==> config.mk <==
export PLATFORM = sky130hd
export DESIGN_NAME = control_multiciclo
export DESIGN_NICKNAME = d
export VERILOG_FILES = /design/src/rtl/control_multiciclo.sv
export SDC_FILE = /design/constraint.sdc
export NUM_CORES = 1
export LEC_CHECK = 0
export CELL_PAD_IN_SITES_DETAIL_PLACEMENT = 0
export CELL_PAD_IN_SITES_GLOBAL_PLACEMENT = 1
export CORE_ASPECT_RATIO = 1.25
export CORE_MARGIN = 2
export CORE_UTILIZATION = 34
export CTS_BUF_LIST = sky130_fd_sc_hd__clkbuf_16
export DETAILED_ROUTE_END_ITERATION = 8
export PLACE_DENSITY = 0.92
export SYNTH_ARGS = -nofsm -noshare
export SYNTH_HDL_FRONTEND = slang
export SYNTH_SLANG_ARGS = --single-unit
==> constraint.sdc <==
create_clock -name clk -period 3.1 [get_ports clk]
set_input_delay 0.31 -clock clk [delete_from_list [all_inputs] [get_ports clk]]
set_output_delay 0.31 -clock clk [all_outputs]
set_load 0.05 [all_outputs]
==> src/rtl/control_multiciclo.sv <==
// rtl/control_multiciclo.sv - multicycle MIPS-subset control FSM with memory handshake.
// Optional JUMP state enabled by defining JUMP_INSTR_EN.
module control_multiciclo (
  input  logic       clk,
  input  logic       rst_n,
  input  logic [5:0] opcode,
  input  logic       mem_ready,
  output logic       pc_write,
  output logic       pc_write_cond,
  output logic       ir_write,
  output logic       mem_read,
  output logic       mem_write,
  output logic       reg_write,
  output logic       i_or_d,
  output logic       mem_to_reg,
  output logic       reg_dst,
  output logic       alu_src_a,
  output logic [1:0] alu_src_b,
  output logic [1:0] pc_source,
  output logic [2:0] alu_op,
  output logic [3:0] state,
  output logic       illegal
);

  typedef enum logic [3:0] {
    S_FETCH     = 4'd0,
    S_DECODE    = 4'd1,
    S_MEM_ADDR  = 4'd2,
    S_MEM_READ  = 4'd3,
    S_MEM_WB    = 4'd4,
    S_MEM_WRITE = 4'd5,
    S_R_EXEC    = 4'd6,
    S_R_WB      = 4'd7,
    S_BRANCH    = 4'd8,
    S_I_EXEC    = 4'd9,
    S_I_WB      = 4'd10,
    S_JUMP      = 4'd11
  } state_t;

  localparam logic [5:0] OP_RTYPE = 6'b000000;
  localparam logic [5:0] OP_LW    = 6'b100011;
  localparam logic [5:0] OP_SW    = 6'b101011;
  localparam logic [5:0] OP_BEQ   = 6'b000100;
  localparam logic [5:0] OP_ADDI  = 6'b001000;
  localparam logic [5:0] OP_ORI   = 6'b001101;
  localparam logic [5:0] OP_ANDI  = 6'b001100;
  localparam logic [5:0] OP_SLTI  = 6'b001010;
`ifdef JUMP_INSTR_EN
  localparam logic [5:0] OP_J     = 6'b000010;
`endif

  state_t     r_state;
  logic [5:0] r_opcode;
  logic       r_illegal;

  logic w_pc_write, w_pc_write_cond, w_ir_write, w_mem_read, w_mem_write, w_reg_write;

  always_ff @(posedge clk or negedge rst_n) begin
    if (!rst_n) begin
      r_state   <= S_FETCH;
      r_opcode  <= 6'b000000;
      r_illegal <= 1'b0;
    end else begin
      case (r_state)
        S_FETCH:     if (mem_ready) r_state <= S_DECODE;
        S_DECODE: begin
          // Later states only look at the copy captured here.
          r_opcode <= opcode;
          case (opcode)
            OP_LW, OP_SW:                     r_state <= S_MEM_ADDR;
            OP_RTYPE:                         r_state <= S_R_EXEC;
            OP_BEQ:                           r_state <= S_BRANCH;
            OP_ADDI, OP_ORI, OP_ANDI, OP_SLTI: r_state <= S_I_EXEC;
`ifdef JUMP_INSTR_EN
            OP_J:                             r_state <= S_JUMP;
`endif
            default: begin
              r_state   <= S_FETCH;
              r_illegal <= 1'b1;
            end
          endcase
        end
        S_MEM_ADDR:  r_state <= (r_opcode == OP_LW) ? S_MEM_READ : S_MEM_WRITE;
        S_MEM_READ:  if (mem_ready) r_state <= S_MEM_WB;
        S_MEM_WB:    r_state <= S_FETCH;
        S_MEM_WRITE: if (mem_ready) r_state <= S_FETCH;
        S_R_EXEC:    r_state <= S_R_WB;
        S_R_WB:      r_state <= S_FETCH;
        S_BRANCH:    r_state <= S_FETCH;
        S_I_EXEC:    r_state <= S_I_WB;
        S_I_WB:      r_state <= S_FETCH;
        S_JUMP:      r_state <= S_FETCH;
        default:     r_state <= S_FETCH;
      endcase
    end
  end

  always_comb begin
    w_pc_write      = 1'b0;
    w_pc_write_cond = 1'b0;
    w_ir_write      = 1'b0;
    w_mem_read      = 1'b0;
    w_mem_write     = 1'b0;
    w_reg_write     = 1'b0;
    i_or_d          = 1'b0;
    mem_to_reg      = 1'b0;
    reg_dst         = 1'b0;
    alu_src_a       = 1'b0;
    alu_src_b       = 2'b00;
    pc_source       = 2'b00;
    alu_op          = 3'b000;
    case (r_state)
      S_FETCH: begin
        w_mem_read = 1'b1;
        alu_src_b  = 2'b01;
        w_ir_write = mem_ready;
        w_pc_write = mem_ready;
      end
      S_DECODE:    alu_src_b = 2'b11;
      S_MEM_ADDR: begin
        alu_src_a = 1'b1;
        alu_src_b = 2'b10;
      end
      S_MEM_READ: begin
        w_mem_read = 1'b1;
        i_or_d     = 1'b1;
      end
      S_MEM_WB: begin
        w_reg_write = 1'b1;
        mem_to_reg  = 1'b1;
      end
      S_MEM_WRITE: begin
        w_mem_write = 1'b1;
        i_or_d      = 1'b1;
      end
      S_R_EXEC: begin
        alu_src_a = 1'b1;
        alu_op    = 3'b010;
      end
      S_R_WB: begin
        w_reg_write = 1'b1;
        reg_dst     = 1'b1;
      end
      S_BRANCH: begin
        alu_src_a       = 1'b1;
        alu_op          = 3'b001;
        w_pc_write_cond = 1'b1;
        pc_source       = 2'b01;
      end
      S_I_EXEC: begin
        alu_src_a = 1'b1;
        alu_src_b = 2'b10;
        case (r_opcode)
          OP_ADDI: alu_op = 3'b011;
          OP_ORI:  alu_op = 3'b100;
          OP_ANDI: alu_op = 3'b101;
          OP_SLTI: alu_op = 3'b110;
          default: alu_op = 3'b000;
        endcase
      end
      S_I_WB:      w_reg_write = 1'b1;
      S_JUMP: begin
        w_pc_write = 1'b1;
        pc_source  = 2'b10;
      end
      default: ;
    endcase
  end

  // Strobes are killed combinationally so a held reset never writes the datapath.
  assign pc_write      = w_pc_write      & rst_n;
  assign pc_write_cond = w_pc_write_cond & rst_n;
  assign ir_write      = w_ir_write      & rst_n;
  assign mem_read      = w_mem_read      & rst_n;
  assign mem_write     = w_mem_write     & rst_n;
  assign reg_write     = w_reg_write     & rst_n;

  assign state   = r_state;
  assign illegal = r_illegal;

endmodule

# Yosys cells after proc, flatten, opt, wreduce, memory -nomap -nowiden
# Cells that the tools add are included.
[word_totals] ff_bits=11 inputBits=9 elab_cells=68 output_inout_bits=22
[op_classes] n_mux=20 bitwise_logic=7 reduce_logical=12 n_eq_ne=26
[ops] op="$eq A6 B4 Y1 const B" n=8
[ops] op="$pmux W4 S7" n=1
[ops] op="$eq A6 B6 Y1 const B" n=3
[ops] op="$eq A4 B3 Y1 const B" n=4
[ops] op="$eq A4 B4 Y1 const B" n=4
[ops] op="$pmux W4 S4" n=1
[ops] op="$mux W4" n=3
[ops] op="$pmux W3 S4" n=1
[ops] op="$mux W1" n=9
[ops] op="$pmux W3 S3" n=1
[ops] op="$eq A4 B2 Y1 const B" n=2
[ops] op="$reduce_or A2 Y1" n=4
[ops] op="$reduce_or A4 Y1" n=2
[ops] op="$reduce_or A8 Y1" n=1
[ops] op="$and A1 B1 Y1" n=6
[ops] op="$eq A6 B3 Y1 const B" n=1
[ops] op="$logic_not A6 Y1" n=1
[ops] op="$ne A2 B2 Y1 const B" n=3
[ops] op="$pmux W2 S3" n=1
[ops] op="$eq A4 B1 Y1 const B" n=1
[ops] op="$logic_not A4 Y1" n=1
[ops] op="$pmux W2 S2" n=1
[ops] op="$mux W3" n=1
[ops] op="$reduce_and A3 Y1" n=1
[ops] op="4 further kinds" n=4

# Depth between registers and ports, before layout
# Gate-level depths: netlist of run 1.
[logic_depth] depth_word=4 depth_mapped=5 depth_no_buf=3

# Least setup slack after synthesis of run 1
# OpenSTA, ideal clock, no wires.
[synth_timing] path_kind="register to output" start="reg r_state[2], in the netlist state[2]" end="out ir_write" arrival_ns=2.856 slack_ns=-0.066 stages_incl_launch_ff=6 cell_sequence="dfrtp_1 > buf_2 > buf_1 > nor2_1 > nand2_1 > nor4b_1"
[synth_between] elab_chain_cells=3
[synth_lines] element="from (decl)" line="52" text="state_t r_state;"
[synth_lines] element="from (signal assigned)" line="83" text="S_MEM_ADDR: r_state <= (r_opcode == OP_LW) ? S_MEM_READ : S_MEM_WRITE;"
[synth_lines] element="$logic_not A4 Y1" line="112" text="case (r_state)"
[synth_lines] element="$mux W1" line="112"
[synth_lines] element="$and A1 B1 Y1" line="173" text="assign ir_write = w_ir_write & rst_n;"
[synth_lines] element="to (decl)" line="10" text="output logic ir_write,"
# No other way between the ends.

# Worst setup path in the final report of run 1
[layout_timing] start="reg r_opcode[0]" end="out alu_op[1]"
[layout_between] elab_chain_cells=3 elab_cells_between_ends=6
[layout_lines] element="from (decl)" line="53" text="logic [5:0] r_opcode;"
[layout_lines] element="from (signal assigned)" line="68" text="r_opcode <= opcode;"
[layout_lines] element="$eq A6 B4 Y1" line="153" text="case (r_opcode)"
[layout_lines] element="$pmux W3 S4 *" line="153"
[layout_lines] element="$pmux W3 S3 *" line="112"
[layout_lines] element="to (decl)" line="20" text="output logic [2:0] alu_op,"
# Every way passes the cells marked *; elsewhere a longest branch is shown, timed or not.

==> results.py, run 1 <==
metrics = {
    "clock_network": {
        "cts_resized": 0,
        "clock-root-buffer": "clkbuf_16",
        "cts_made_buffers": 3,
        "ctsHoldBuffers": 0,
        "post_cts_buffers": 0,
        "htree_levels": 1,
        "clock_path_buffers": 2,
        "cts_tree": "yes",
        "clk_latency_ns": 0.24,
        "clkTransAtPathRegs_ns": 0.04,
        "cts_sinks": 11,
    },
    "timing": {
        "finClkSkew_ns": 0.002167,
        "maxSlewViolCount": 0,
        "slew_headroom": 0.6319,
        "finalHoldViolCount": 0,
        "setup_viol": 0,
        "period_share": 0.9059,
        "setup-tns-final_ns": 0,
        "fmax_mhz": 356.1,
        "period_needed_ns": 2.808,
        "tightest_slew_ns": 0.5498,
        "rsz0062_at_grt": "no",
    },
    "floorplanning": {
        "initial_utilization": 0.3598,
        "fp.dieW_um": 49.33,
        "dieArea_um2": 2993,
        "die_h_um": 60.67,
        "core.rowCount": 20,
        "io_pins": 31,
        "coreArea_um2": 2427,
    },
    "routing": {
        "ant_nets": 0,
        "viasPerCell": 5.410,
        "drt_iter0_drc": 8,
        "routed_wirelength_um": 2176,
        "drc": 0,
        "wl_per_cell_um": 13.11,
        "vias": 898,
        "dr.pass1.iters": 4,
    },
    "synth": {
        "synth_area_leader_cell": "dfrtp_1",
        "synth_nets": 110,
        "ys_warn_count": 0,
        "synth_cell_type_count": 38,
        "synth_mux_area_frac": 0.1003,
        "synth_top_area_frac": 0.3152,
        "synthCells": 101,
        "synth-xor-area-share": 0.01003,
        "syn_area_per_cell_um2": 8.647,
        "netlist_area_um2": 873.3,
        "synth-compound-area-share": 0.1576,
        "synthSimpleGateAreaFrac": 0.3639,
        "synth_area_leaders": "dfrtp_1 (32%), mux2_2 (7.7%), nor3b_1 (5.2%)",
        "seq_area_frac_synth": 0.3152,
        "synth_seq_cells": 11,
        "synth_top_family_by_area": "simple AND/OR/NAND/NOR gates",
        "synth_fa_ha_area_frac": 0,
    },
    "power_and_ir_drop": {
        "power_mw": 0.9670,
        "seq_power_share": 0.266,
        "power_switching_mw": 0.3981,
        "leakagePower_nw": 0.4835,
        "switching_share": 0.4117,
        "combPwrFrac": 0.495,
        "power.density_nw_per_um2": 739.6,
        "ir_worst_vdd_mv": 0.4562,
        "intPower_mw": 0.5689,
        "p_clk_frac": 0.239,
    },
    "global_route": {
        "grt_pass1_wl_um": 3698,
        "grt.overflow.total": 0,
        "grt_max_degree": 13,
        "grt_pass1_vias": 849,
        "track_usage": 0.1616,
        "antenna_found_initial": 0,
    },
    "placement": {
        "post-dp-hpwl_um": 1704,
        "place_inst": 162,
        "port_buffers": 30,
        "gp_congestion": 0.7101,
    },
    "setup_path": {
        "worst-path-max-fanout": 5,
        "rrSetupSlack_ns": 1.38,
        "critical_path.startpoint": "r_opcode[0]",
        "crit_arrival_ns": 2.50,
        "path_class": "reg2out",
        "worstSetupEndpointType": "output port",
        "r2r-start": "state[3]",
        "cpPeakStageDelay_ns": 0.84,
        "startpoint_type": "flop",
        "crit_chain": "or4b_1, or4_1, o31ai_1, clkdlybuf4s50_1",
        "crit_slowest_cell": "clkdlybuf4s50_1",
        "cp.required_ns": 2.79,
    },
    "final_layout": {
        "layout_common_cells": "clkdlybuf4s50_1 (29), dfrtp_1 (11), nor2_1 (9)",
        "final_nets": 143,
        "instances_no_fill": 166,
        "area_delta_synth_final_pct": 49.71,
        "final_common_cell": "clkdlybuf4s50_1",
        "drive_above_1_share": 0.1579,
        "final_util": 0.5387,
        "diodes": 0,
    },
    "hold_path": {
        "min_path_type": "in2async",
    },
    "run_status": {
        "status": "finished, final reports clean",
    },
    "flow_run": {
        "drv_cap": 0,
    },
}
[layer usage]
metal / vias to the layer above / GRT usage / wire length [µm]
met1: 421 / 0.1764 / 905
met3: 5 / 0.02217 / 94
li1: 444 / - / -
met5: - / 0 / 0
met4: 0 / 0.09796 / 47
met2: 28 / 0.3012 / 1129
[through the flow]
stage | setup slack (ns) | hold slack (ns) | cell area (µm²)
detailed placement | 0.5325 | 0.4590 | 1229
finish | 0.2918 | 0.3396 | 1308
CTS | 0.2801 | 0.3467 | 1308
global route | 0.1684 | 0.3649 | 1308
global placement | 0.5502 | 0.4570 | 1229
floorplan | 0.1548 | 0.01441 | 879.6
[Yosys cell counts (all sizes together)]
cell type / instances
dfrtp: 11
a2111o: 1
a31o: 1
mux2: 6
nor3b: 6
nand2: 5
o221ai: 2
nand4: 1
nor4: 3
or3b: 1
nor4bb: 1
and4b: 1
o21ai: 2
a211oi: 1
o31ai: 1
inv: 3
a21boi: 1
o211ai: 1
buf: 6
and3: 2
or4b: 1
xnor2: 1
nand2b: 5
or4: 1
nand3b: 1
nor2b: 1
nand3: 2
nor4b: 4
mux2i: 2
a31oi: 4
clkbuf: 2
a21oi: 4
nor2: 9
o21a: 2
nor3: 6
[cell families (layout without fill, tap and decap cells)]
family	after synthesis	after routing
DFF	11	11
xor gates and xnor gates	1	1
AOI/OAI and AO/OA	20	20
buffers and inverters	11	43
muxes	8	8
and+or+nand+nor	50	50
[worst max-delay path: cells and delay by family, from the launching register on]
family | cells | cell delay [ns]
buffers and inverters | 1 | 0.84
and+or+nand+nor | 2 | 0.95
AOI/OAI and AO/OA | 1 | 0.08
DFF | 1 | 0.40
[power by group through the flow]
stage	logic [mW]	clock network (mW)	registers [mW]
floorplan	0.331	0	0.266
detailed placement	0.482	0	0.259
global placement	0.478	0	0.256
finish	0.478	0.231	0.257
global route	0.515	0.244	0.268
CTS	0.484	0.233	0.257
[flip-flops by register name, indices dropped and copies added (netlist names)]
name,count
illegal,1
state,4
r_opcode,6
[area by class of cell]
type	instances	area (µm²)
flip-flops and latches	11	275.3
well taps	33	41.29
repair buffers	36	342.8
fillers	231	1120
multi-input cells	79	558.0
inverters	3	11.26
clock inverters	1	3.754
clock buffers	3	75.07
[final timing paths]
kind | end | cells after the start
hold reg to reg | illegal | 1
hold / removal | state[0] | 1
setup / recovery | alu_op[1] | 4
max in group asynchronous | r_opcode[4] | 2
setup reg to reg | r_opcode[4] | 3
min in group clk | illegal | 1
No activity file was read; power rests on OpenSTA's default activity.
==> run 2, diff against run 1 <==
--- a/config.mk
+++ b/config.mk
@@ -9,10 +9,10 @@
 export CELL_PAD_IN_SITES_GLOBAL_PLACEMENT = 1
 export CORE_ASPECT_RATIO = 1.25
 export CORE_MARGIN = 2
-export CORE_UTILIZATION = 34
+export CORE_UTILIZATION = 30
 export CTS_BUF_LIST = sky130_fd_sc_hd__clkbuf_16
 export DETAILED_ROUTE_END_ITERATION = 8
-export PLACE_DENSITY = 0.92
+export PLACE_DENSITY = 0.84
 export SYNTH_ARGS = -nofsm -noshare
 export SYNTH_HDL_FRONTEND = slang
 export SYNTH_SLANG_ARGS = --single-unit
==> run 2 against run 1 <==
Against the previous run:
- core utilization down 6.0 points
- combinational power about the same
- final area about the same
- die area up 12%
- maximum frequency down 0.97%
- critical path depth unchanged
- final cell count up 0.60%
- via count down 0.11%
- flip-flop and latch count unchanged
- clock power up 2%
- worst setup slack worse by 0.027 ns
- critical endpoint unchanged
==> results.py, run 2 (synthesized netlist as in run 1, its figures left out) <==
metrics = {
    "power_and_ir_drop": {
        "switching_share": 0.4156,
        "combPwrFrac": 0.493,
        "power.density_nw_per_um2": 744.9,
        "power_switching_mw": 0.4052,
        "seq_power_share": 0.266,
        "ir_worst_vdd_mv": 0.4052,
        "intPower_mw": 0.5697,
        "p_clk_frac": 0.241,
        "leakagePower_nw": 0.4838,
    },
    "timing": {
        "setup-tns-final_ns": 0,
        "fmax_mhz": 352.7,
        "period_share": 0.9147,
        "tightest_slew_ns": 0.5670,
        "maxSlewViolCount": 0,
        "finClkSkew_ns": 0.002385,
        "period_needed_ns": 2.836,
        "setup_ws_ns": 0.2643,
        "finalHoldViolCount": 0,
        "rsz0062_at_grt": "no",
        "setup_viol": 0,
        "slew_headroom": 0.6204,
    },
    "placement": {
        "post-dp-hpwl_um": 1736,
        "placed_area_um2": 1230,
        "dp_worst_setup_slack_ns": 0.5154,
        "gp_congestion": 0.7533,
        "place_inst": 163,
        "port_buffers": 30,
    },
    "floorplanning": {
        "die_h_um": 64.33,
        "io_pins": 31,
        "initial_utilization": 0.3196,
        "core.rowCount": 21,
        "coreArea_um2": 2733,
        "dieArea_um2": 3362,
        "fp.dieW_um": 52.26,
    },
    "final_layout": {
        "final_util": 0.4789,
        "diodes": 0,
        "layout_common_cells": "clkdlybuf4s50_1 (29), dfrtp_1 (11), nor2_1 (9)",
        "drive_above_1_share": 0.1579,
        "regArea_um2": 275.3,
        "area_delta_synth_final_pct": 49.86,
        "top_register": "r_opcode",
        "final_common_cell": "clkdlybuf4s50_1",
        "instances_no_fill": 167,
        "stdcell_area_um2": 1309,
        "final_nets": 143,
        "largest_reg_flops": 6,
        "fillers": 277,
        "multi_input_area_um2": 558.0,
    },
    "routing": {
        "dr.pass1.iters": 4,
        "routed_wirelength_um": 2253,
        "ant_nets": 0,
        "wl_per_cell_um": 13.49,
        "drt_iter0_drc": 25,
        "drc": 0,
        "viasPerCell": 5.371,
        "vias": 897,
    },
    "setup_path": {
        "r2r-start": "state[0]",
        "crit_slowest_cell": "clkdlybuf4s50_1",
        "cpPeakStageDelay_ns": 0.84,
        "worst-path-max-fanout": 5,
        "cp_top_family": "simple AND/OR/NAND/NOR gates",
        "reg2reg_to": "r_opcode[2]",
        "cp.required_ns": 2.79,
        "rrSetupSlack_ns": 1.36,
        "worstSetupEndpointType": "output port",
        "startpoint_type": "flop",
        "crit_arrival_ns": 2.53,
        "crit_chain": "or4b_1, or4_1, o31ai_1, clkdlybuf4s50_1",
        "critPathBufInv": 1,
        "r2r_cells": 3,
        "path_class": "reg2out",
    },
    "clock_network": {
        "htree_levels": 1,
        "clock-root-buffer": "clkbuf_16",
        "cts_resized": 0,
        "clock_path_buffers": 2,
        "cts_made_buffers": 3,
        "ctsHoldBuffers": 0,
        "clk_latency_ns": 0.24,
        "cts_sinks": 11,
        "clkTransAtPathRegs_ns": 0.04,
        "cts_tree": "yes",
        "post_cts_buffers": 0,
    },
    "global_route": {
        "grt_max_degree": 14,
        "antenna_found_initial": 0,
        "grt_pass1_vias": 891,
        "grt.overflow.total": 0,
        "track_usage": 0.1468,
        "grt_pass1_wl_um": 3795,
    },
    "run_status": {
        "status": "finished, final reports clean",
    },
    "flow_run": {
        "drv_cap": 0,
    },
    "hold_path": {
        "min_path_type": "in2async",
    },
}
==> run 2: per-stage QoR <==
| step | hold WS, ns | total power, mW |
|---|---|---|
| 3_5_place_dp | 0.4605 | 0.7426 |
| 4_1_cts | 0.3244 | 0.9828 |
| 2_1_floorplan | 0.01441 | 0.5978 |
| 6_report | 0.3236 | 0.9749 |
| 3_3_place_gp | 0.4620 | 0.7366 |
| 5_1_grt | 0.3433 | 1.034 |
==> run 2: area by class of cell <==
class,instances,area share
clock inverters,1,0.002868
well taps,34,0.03250
clock buffers,3,0.05736
flip-flops and latches,11,0.2103
inverters,3,0.008604
multi-input cells,79,0.4264
repair buffers,36,0.2619
==> run 2: worst max-delay path by stage <==
stage,from,end,slack (ns),depth (start not counted)
6_report,r_opcode[0],alu_op[1],0.26,4
5_1_grt,r_opcode[0],alu_op[1],0.17,4
4_1_cts,r_opcode[0],alu_op[1],0.25,4
3_5_place_dp,r_opcode[0],alu_op[1],0.52,4
3_3_place_gp,r_opcode[0],alu_op[1],0.55,4
2_1_floorplan,state[3],alu_op[2],0.15,3
==> run 2: metal layers <==
layer,vias up,global-route usage,part of all wire
li1,447,-,-
met1,419,0.1806,0.44
met2,24,0.2310,0.49
met3,7,0.01402,0.042
met4,0,0.1090,0.032
met5,-,0,0
==> run 2: power groups by stage <==
stage / combinational [mW] / clock [mW] / sequential, mW
detailed placement: 0.481 / 0 / 0.262
global route: 0.515 / 0.246 / 0.274
CTS: 0.483 / 0.240 / 0.260
finish: 0.480 / 0.235 / 0.260
global placement: 0.479 / 0 / 0.258
floorplan: 0.331 / 0 / 0.266
==> run 3, diff against run 2 <==
--- a/config.mk
+++ b/config.mk
@@ -9,10 +9,11 @@
 export CELL_PAD_IN_SITES_GLOBAL_PLACEMENT = 1
 export CORE_ASPECT_RATIO = 1.25
 export CORE_MARGIN = 2
-export CORE_UTILIZATION = 30
+export CORE_UTILIZATION = 34
 export CTS_BUF_LIST = sky130_fd_sc_hd__clkbuf_16
 export DETAILED_ROUTE_END_ITERATION = 8
-export PLACE_DENSITY = 0.84
+export PLACE_DENSITY = 0.92
 export SYNTH_ARGS = -nofsm -noshare
 export SYNTH_HDL_FRONTEND = slang
 export SYNTH_SLANG_ARGS = --single-unit
+export TNS_END_PERCENT = 50
==> results of run 3 <==
No change in the layout: final DEF, timing and power equal those of run 1.
